[config.mk]
export PLATFORM = sky130hd
export DESIGN_NAME = pong_game_ctrl
export DESIGN_NICKNAME = d
export VERILOG_FILES = /design/src/rtl/pong_pkg.sv /design/src/rtl/pong_game_ctrl_score_counter.sv /design/src/rtl/pong_game_ctrl.sv
export SDC_FILE = /design/constraint.sdc
export NUM_CORES = 1
export LEC_CHECK = 0
export CAP_MARGIN = 10
export CORE_ASPECT_RATIO = 0.6
export CORE_UTILIZATION = 35
export CTS_BUF_LIST = sky130_fd_sc_hd__clkbuf_2 sky130_fd_sc_hd__clkbuf_4 sky130_fd_sc_hd__clkbuf_8
export DETAILED_ROUTE_END_ITERATION = 8
export PLACE_DENSITY = 0.53
export SLEW_MARGIN = 0
export SYNTH_ARGS = -nofsm -noshare
export SYNTH_HDL_FRONTEND = slang
export SYNTH_SLANG_ARGS = --single-unit
[constraint.sdc]
create_clock -name clk -period 4.6 [get_ports clk]
set_clock_uncertainty 0.15 [all_clocks]
set_input_delay 0.92 -clock clk [delete_from_list [all_inputs] [get_ports clk]]
set_output_delay 0.92 -clock clk [all_outputs]
set_load 0.05 [all_outputs]
[src/rtl/pong_pkg.sv]
// Shared definitions for the pong datapath.
//   state_t        : game sequencer state encoding (3 bits, visible on the state port)
//   WINNER_*       : encodings for the winner output
//   DEF_*          : default game parameters
//   playfield      : geometry constants shared with the ball and paddle blocks
package pong_pkg;

    typedef enum logic [2:0] {
        ST_IDLE      = 3'd0,
        ST_SERVE     = 3'd1,
        ST_PLAY      = 3'd2,
        ST_PAUSE     = 3'd3,
        ST_POINT     = 3'd4,
        ST_GAME_OVER = 3'd5
    } state_t;

    localparam logic [1:0] WINNER_NONE = 2'b00;
    localparam logic [1:0] WINNER_P1   = 2'b01;
    localparam logic [1:0] WINNER_P2   = 2'b10;

    localparam int DEF_WIN_SCORE    = 9;
    localparam int DEF_SCORE_W      = 4;
    localparam int DEF_SERVE_FRAMES = 60;
    localparam int DEF_CNT_W        = 6;

    localparam int H_VISIBLE = 640;
    localparam int V_VISIBLE = 480;
    localparam int BALL_SIZE = 8;
    localparam int PADDLE_W  = 8;
    localparam int PADDLE_H  = 64;

endpackage

[src/rtl/pong_game_ctrl_score_counter.sv]
// Saturating score counter.
//   clk   : system clock
//   reset : asynchronous active-low reset, clears the count
//   clr   : synchronous clear (wins over inc)
//   inc   : synchronous increment, holds at all-ones
//   count : current score
module score_counter #(
    parameter int W = 4
) (
    input  logic         clk,
    input  logic         reset,
    input  logic         clr,
    input  logic         inc,
    output logic [W-1:0] count
);

    localparam logic [W-1:0] COUNT_MAX = '1;

    logic [W-1:0] count_reg;

    always_ff @(posedge clk or negedge reset) begin
        if (!reset) begin
            count_reg <= '0;
        end else if (clr) begin
            count_reg <= '0;
        end else if (inc && (count_reg != COUNT_MAX)) begin
            count_reg <= count_reg + 1'b1;
        end
    end

    assign count = count_reg;

endmodule

[src/rtl/pong_game_ctrl.sv]
// Pong game sequencer: serve delay, per-frame ball stepping, scoring, winner.
//   clk        : system clock
//   reset      : asynchronous active-low reset
//   frame_tick : one-cycle pulse per video frame
//   start      : debounced start/pause button (level)
//   point_1/2  : point events from the ball block
//   ball_rst   : holds ball at serve position (low only in PLAY and PAUSE)
//   ball_en    : one-cycle ball step enable
//   serve_dir  : initial ball x direction, 1 = +x
//   score_1/2  : player scores
//   winner     : 00 none, 01 player 1, 10 player 2
//   state      : current state code
module pong_game_ctrl
    import pong_pkg::*;
#(
    parameter int WIN_SCORE    = DEF_WIN_SCORE,
    parameter int SCORE_W      = DEF_SCORE_W,
    parameter int SERVE_FRAMES = DEF_SERVE_FRAMES,
    parameter int CNT_W        = DEF_CNT_W
) (
    input  logic               clk,
    input  logic               reset,
    input  logic               frame_tick,
    input  logic               start,
    input  logic               point_1,
    input  logic               point_2,
    output logic               ball_rst,
    output logic               ball_en,
    output logic               serve_dir,
    output logic [SCORE_W-1:0] score_1,
    output logic [SCORE_W-1:0] score_2,
    output logic [1:0]         winner,
    output logic [2:0]         state
);

    localparam logic [SCORE_W-1:0] SCORE_MAX  = '1;
    localparam logic [SCORE_W-1:0] WIN_VAL    = SCORE_W'(WIN_SCORE);
    localparam logic [CNT_W-1:0]   SERVE_LAST = CNT_W'(SERVE_FRAMES - 1);

    state_t             state_reg, state_next;
    logic               start_q_reg;
    logic               start_evt;
    logic [CNT_W-1:0]   cnt_reg, cnt_next;
    logic               ball_rst_reg, ball_rst_next;
    logic               ball_en_reg, ball_en_next;
    logic               serve_dir_reg, serve_dir_next;
    logic [1:0]         winner_reg, winner_next;
    // Which player the pending POINT credits: 1 = player 1, 0 = player 2.
    logic               credit_p1_reg, credit_p1_next;
    logic               clr_scores;
    logic [1:0]         inc_vec;
    logic [SCORE_W-1:0] score_arr [2];
    logic [SCORE_W-1:0] credited, credited_new;

    assign start_evt    = start & ~start_q_reg;
    assign credited     = credit_p1_reg ? score_arr[0] : score_arr[1];
    assign credited_new = (credited == SCORE_MAX) ? credited : credited + 1'b1;

    always_comb begin
        state_next     = state_reg;
        cnt_next       = '0;
        serve_dir_next = serve_dir_reg;
        winner_next    = winner_reg;
        credit_p1_next = credit_p1_reg;
        clr_scores     = 1'b0;
        inc_vec        = 2'b00;
        case (state_reg)
            ST_IDLE: begin
                if (start_evt) begin
                    clr_scores  = 1'b1;
                    winner_next = WINNER_NONE;
                    state_next  = ST_SERVE;
                end
            end
            ST_SERVE: begin
                cnt_next = cnt_reg;
                if (frame_tick) begin
                    if (cnt_reg == SERVE_LAST) begin
                        cnt_next   = '0;
                        state_next = ST_PLAY;
                    end else begin
                        cnt_next = cnt_reg + 1'b1;
                    end
                end
            end
            ST_PLAY: begin
                // Point 1 beats point 2; any point beats a pause request.
                if (point_1) begin
                    credit_p1_next = 1'b1;
                    state_next     = ST_POINT;
                end else if (point_2) begin
                    credit_p1_next = 1'b0;
                    state_next     = ST_POINT;
                end else if (start_evt) begin
                    state_next = ST_PAUSE;
                end
            end
            ST_PAUSE: begin
                if (start_evt) begin
                    state_next = ST_PLAY;
                end
            end
            ST_POINT: begin
                inc_vec        = credit_p1_reg ? 2'b01 : 2'b10;
                serve_dir_next = credit_p1_reg;
                if (credited_new == WIN_VAL) begin
                    winner_next = credit_p1_reg ? WINNER_P1 : WINNER_P2;
                    state_next  = ST_GAME_OVER;
                end else begin
                    state_next = ST_SERVE;
                end
            end
            ST_GAME_OVER: begin
                if (start_evt) begin
                    clr_scores     = 1'b1;
                    winner_next    = WINNER_NONE;
                    serve_dir_next = 1'b1;
                    state_next     = ST_SERVE;
                end
            end
            default: state_next = ST_IDLE;
        endcase
    end

    // Registered outputs are derived from the next state so they line up
    // with the state they belong to. A tick that also changes state (serve
    // release, point, pause) does not step the ball.
    always_comb begin
        ball_en_next  = frame_tick && (state_reg == ST_PLAY) && (state_next == ST_PLAY);
        ball_rst_next = !((state_next == ST_PLAY) || (state_next == ST_PAUSE));
    end

    always_ff @(posedge clk or negedge reset) begin
        if (!reset) begin
            state_reg     <= ST_IDLE;
            start_q_reg   <= 1'b0;
            cnt_reg       <= '0;
            ball_rst_reg  <= 1'b1;
            ball_en_reg   <= 1'b0;
            serve_dir_reg <= 1'b1;
            winner_reg    <= WINNER_NONE;
            credit_p1_reg <= 1'b1;
        end else begin
            state_reg     <= state_next;
            start_q_reg   <= start;
            cnt_reg       <= cnt_next;
            ball_rst_reg  <= ball_rst_next;
            ball_en_reg   <= ball_en_next;
            serve_dir_reg <= serve_dir_next;
            winner_reg    <= winner_next;
            credit_p1_reg <= credit_p1_next;
        end
    end

    generate
        for (genvar gi = 0; gi < 2; gi++) begin : g_score
            score_counter #(
                .W(SCORE_W)
            ) u_score (
                .clk   (clk),
                .reset (reset),
                .clr   (clr_scores),
                .inc   (inc_vec[gi]),
                .count (score_arr[gi])
            );
        end
    endgenerate

    assign score_1   = score_arr[0];
    assign score_2   = score_arr[1];
    assign ball_rst  = ball_rst_reg;
    assign ball_en   = ball_en_reg;
    assign serve_dir = serve_dir_reg;
    assign winner    = winner_reg;
    assign state     = state_reg;

endmodule

==> results by group <==
Run status
  • Status: finished clean

Global route
  • Antenna violations before repair: 0
  • GR Util All Layers: 0.156
  • First-pass GRT wire length: 4.62 mm
  • Vias in the first global route: 961
  • GRT Residual Overflow: 0
  • Largest net degree at the start of global routing: 25

Pwr
  • Int Pwr: 0.543 mW
  • Max VDD drop: 0.313 mV
  • Tot Pwr: 1.01 mW
  • Gate power share: 0.476
  • Net Sw Power: 0.466 mW
  • Reg power frac: 0.392
  • Clk network pwr share: 0.132
  • Switching share of power: 0.462
  • Power Density: 635 mW/mm^2
  • Lkg Pwr: 0.622 nW

Die
  • Boundary pin count: 22
  • Die area: 0.00395 mm^2
  • Core area: 0.00338 mm^2
  • Die W: 80.5 um
  • FP Rows: 16
  • Starting density of the core: 0.383
  • Die height: 49.1 um

Yosys
  • Asr flop ratio synth: 1.00
  • Top-area cell type share of the netlist area: 0.406
  • Syn Area/Cell: 10.1 um^2
  • Unique masters post-synth: 43
  • Sequential share of the synthesized area: 0.467
  • Number of synthesized flops with an enable pin: 0
  • Commonest register cell after synthesis: dfrtp_1
  • Mux cell area share after synthesis: 0.0155
  • Most numerous cell in the Yosys netlist: dfrtp_1
  • Seq cells post-synth: 24
  • Synth Area in Compound Gates: 0.173
  • Post-Syn Instances: 128
  • Post-Syn Area: 0.00129 mm^2
  • Adder-cell share of the synthesized area: 0.0290
  • Top post-synthesis cells by area: dfrtp_1, dfstp_2, a21oi_1
  • XOR/XNOR Fraction of Synth Area: 0.0271
  • Largest family of logic cells by synthesized area: simple AND/OR/NAND/NOR gates
  • Most frequent cells after synthesis: dfrtp_1, a21oi_1, o21ai_0
  • YS warnings: 0
  • Syn nets: 137
  • Synth area leader: dfrtp_1
  • Synth Area in Simple Gates: 0.249

STA
  • Final Cycle Share: 0.610
  • Slew margin rel.: 0.569
  • Actual slew at the worst max-slew pin: 0.638 ns
  • Max Transition Viols Final: 0
  • Max Clk Rate: 356 MHz
  • Unrepaired setup endpoints after global routing: no
  • Setup tns final: 0 ns
  • Endpoints failing setup: 0
  • Final Hold Fails: 0
  • Post-layout min period: 2.81 ns

Clock network
  • Skew-Pair Late Insertion Delay: 0.26 ns
  • Root Buffer: clkbuf_8
  • CTS Buf Count: 3
  • Clock sink count: 24
  • Setup Buffers After CTS: 0
  • CTS tree: done
  • Post-cts sizing count: 0
  • # hold bufs at CTS: 0
  • Clk buf depth: 2
  • Clock slew at reported path FFs: 0.09 ns
  • Max H-tree Level: 1

Critical path
  • Reg2reg start: state[1]$_DFF_PN0_
  • CP bufs+invs: 1
  • R2R Setup Slk: 2.64 ns
  • Delay-heaviest family, CP: buffers and inverters
  • Startpoint types: flop
  • Worst path cell trace: clkdlybuf4s50_1
  • Reg2reg end: g_score[1].u_score.count[2]$_DFFE_PN0P_
  • Crit path capture: state[0]
  • CP max-delay cell: clkdlybuf4s50_1
  • Largest stage delay, worst path: 0.88 ns
  • Critical Path Fanout Max: 13
  • CP arrival: 1.74 ns
  • Critical Path End Type: primary output
  • R2R depth: 3
  • Crit Path Category: flop to primary output
  • CP required: 3.53 ns
  • Cell count along the critical path: 1
  • Worst Setup SP: state[0]$_DFF_PN0_

Placement
  • DP Wirelength: 2.03 mm
  • Number of port buffers: 21
  • Routability congestion estimate: 0.763

Final layout
  • Area growth syn-to-layout: 22.7%
  • Antenna diodes: 0
  • Layout cells sized above 1: 0.0933
  • # nets final: 160
  • Max reg flops: 8
  • Filler cells: 311

Route
  • Via count: 1063
  • Vias per inst: 5.45
  • Final ANT Viol Nets: 0
  • # DRC: 0
  • DRT Wirelength: 2.83 mm
  • WL/cell: 14.5 um
  • DRT Pass-1 Iters: 4
  • 1st-iter DRT viols: 33

Run
  • Max-cap violations: 0

Worst hold path
  • Worst hold path type: flop to flop
-- layer usage --
metal	part of all wire	global-route usage	routed length, um	vias up
met5	0	0	0	-
met4	0.0035	0.00893	10	0
met3	0.048	0.0505	135	2
met2	0.39	0.206	1100	27
met1	0.56	0.252	1590	506
li1	-	-	-	528
-- layout make-up --
class	instances	area, um^2	share of cell area
Clock buffer	4	48.8	0.0307
Timing Repair Buffer	22	218	0.137
Sequential cell	24	604	0.380
Multi-Input combinational cell	94	639	0.402
Inverter	6	22.5	0.0142
Tap cell	45	56.3	0.0354
-- power groups by stage --
stage	Combinational (mW)	Clock (mW)	Sequential, mW
after detailed placement	0.481	0	0.397
final	0.480	0.133	0.395
after CTS	0.483	0.137	0.396
after global placement	0.473	0	0.393
after floorplan	0.198	0	0.523
after global routing	0.522	0.147	0.411
-- kinds of logic after synthesis --
kind of cell    after synthesis
simple gates                 50
xor+xnor                      4
flops                        24
buf+inv                      10
mux                           2
compound gates               35
fa+ha+maj                     3
-- worst min path at each step --
| stage | startpoint | slack (ns) | endpoint | cells after the start |
|---|---|---|---|---|
| after floorplan | cnt_reg[1]$_DFFE_PN0P_ | 0.36 | cnt_reg[1]$_DFFE_PN0P_ | 2 |
| after global placement | serve_dir$_DFFE_PN1P_ | 0.31 | serve_dir$_DFFE_PN1P_ | 2 |
| after detailed placement | serve_dir$_DFFE_PN1P_ | 0.31 | serve_dir$_DFFE_PN1P_ | 2 |
| after CTS | serve_dir$_DFFE_PN1P_ | 0.33 | serve_dir$_DFFE_PN1P_ | 2 |
| after global routing | serve_dir$_DFFE_PN1P_ | 0.36 | serve_dir$_DFFE_PN1P_ | 2 |
| final | serve_dir$_DFFE_PN1P_ | 0.32 | serve_dir$_DFFE_PN1P_ | 2 |
-- per-stage QoR --
step,cell area (um^2),instances,hold WS [ns],util,setup WS [ns]
floorplan,1290,128,0.363,-,2.52
global placement,1540,191,0.306,0.455,1.81
detailed placement,1540,191,0.305,0.455,1.76
CTS,1590,195,0.329,0.470,1.77
global route,1590,195,0.362,0.470,1.73
finish,1590,195,0.323,0.470,1.79
-- cell usage in the layout, fill, tap and decap left out, types with 4 or more instances in the layout --
master	count
inv_1	6
a21oi_1	9
dfrtp_1	21
o21ai_0	9
nor2_1	7
clkdlybuf4s50_1	21
o211ai_1	4
nor3_1	4
or3_1	5
Power figures use the tool's default switching activity.
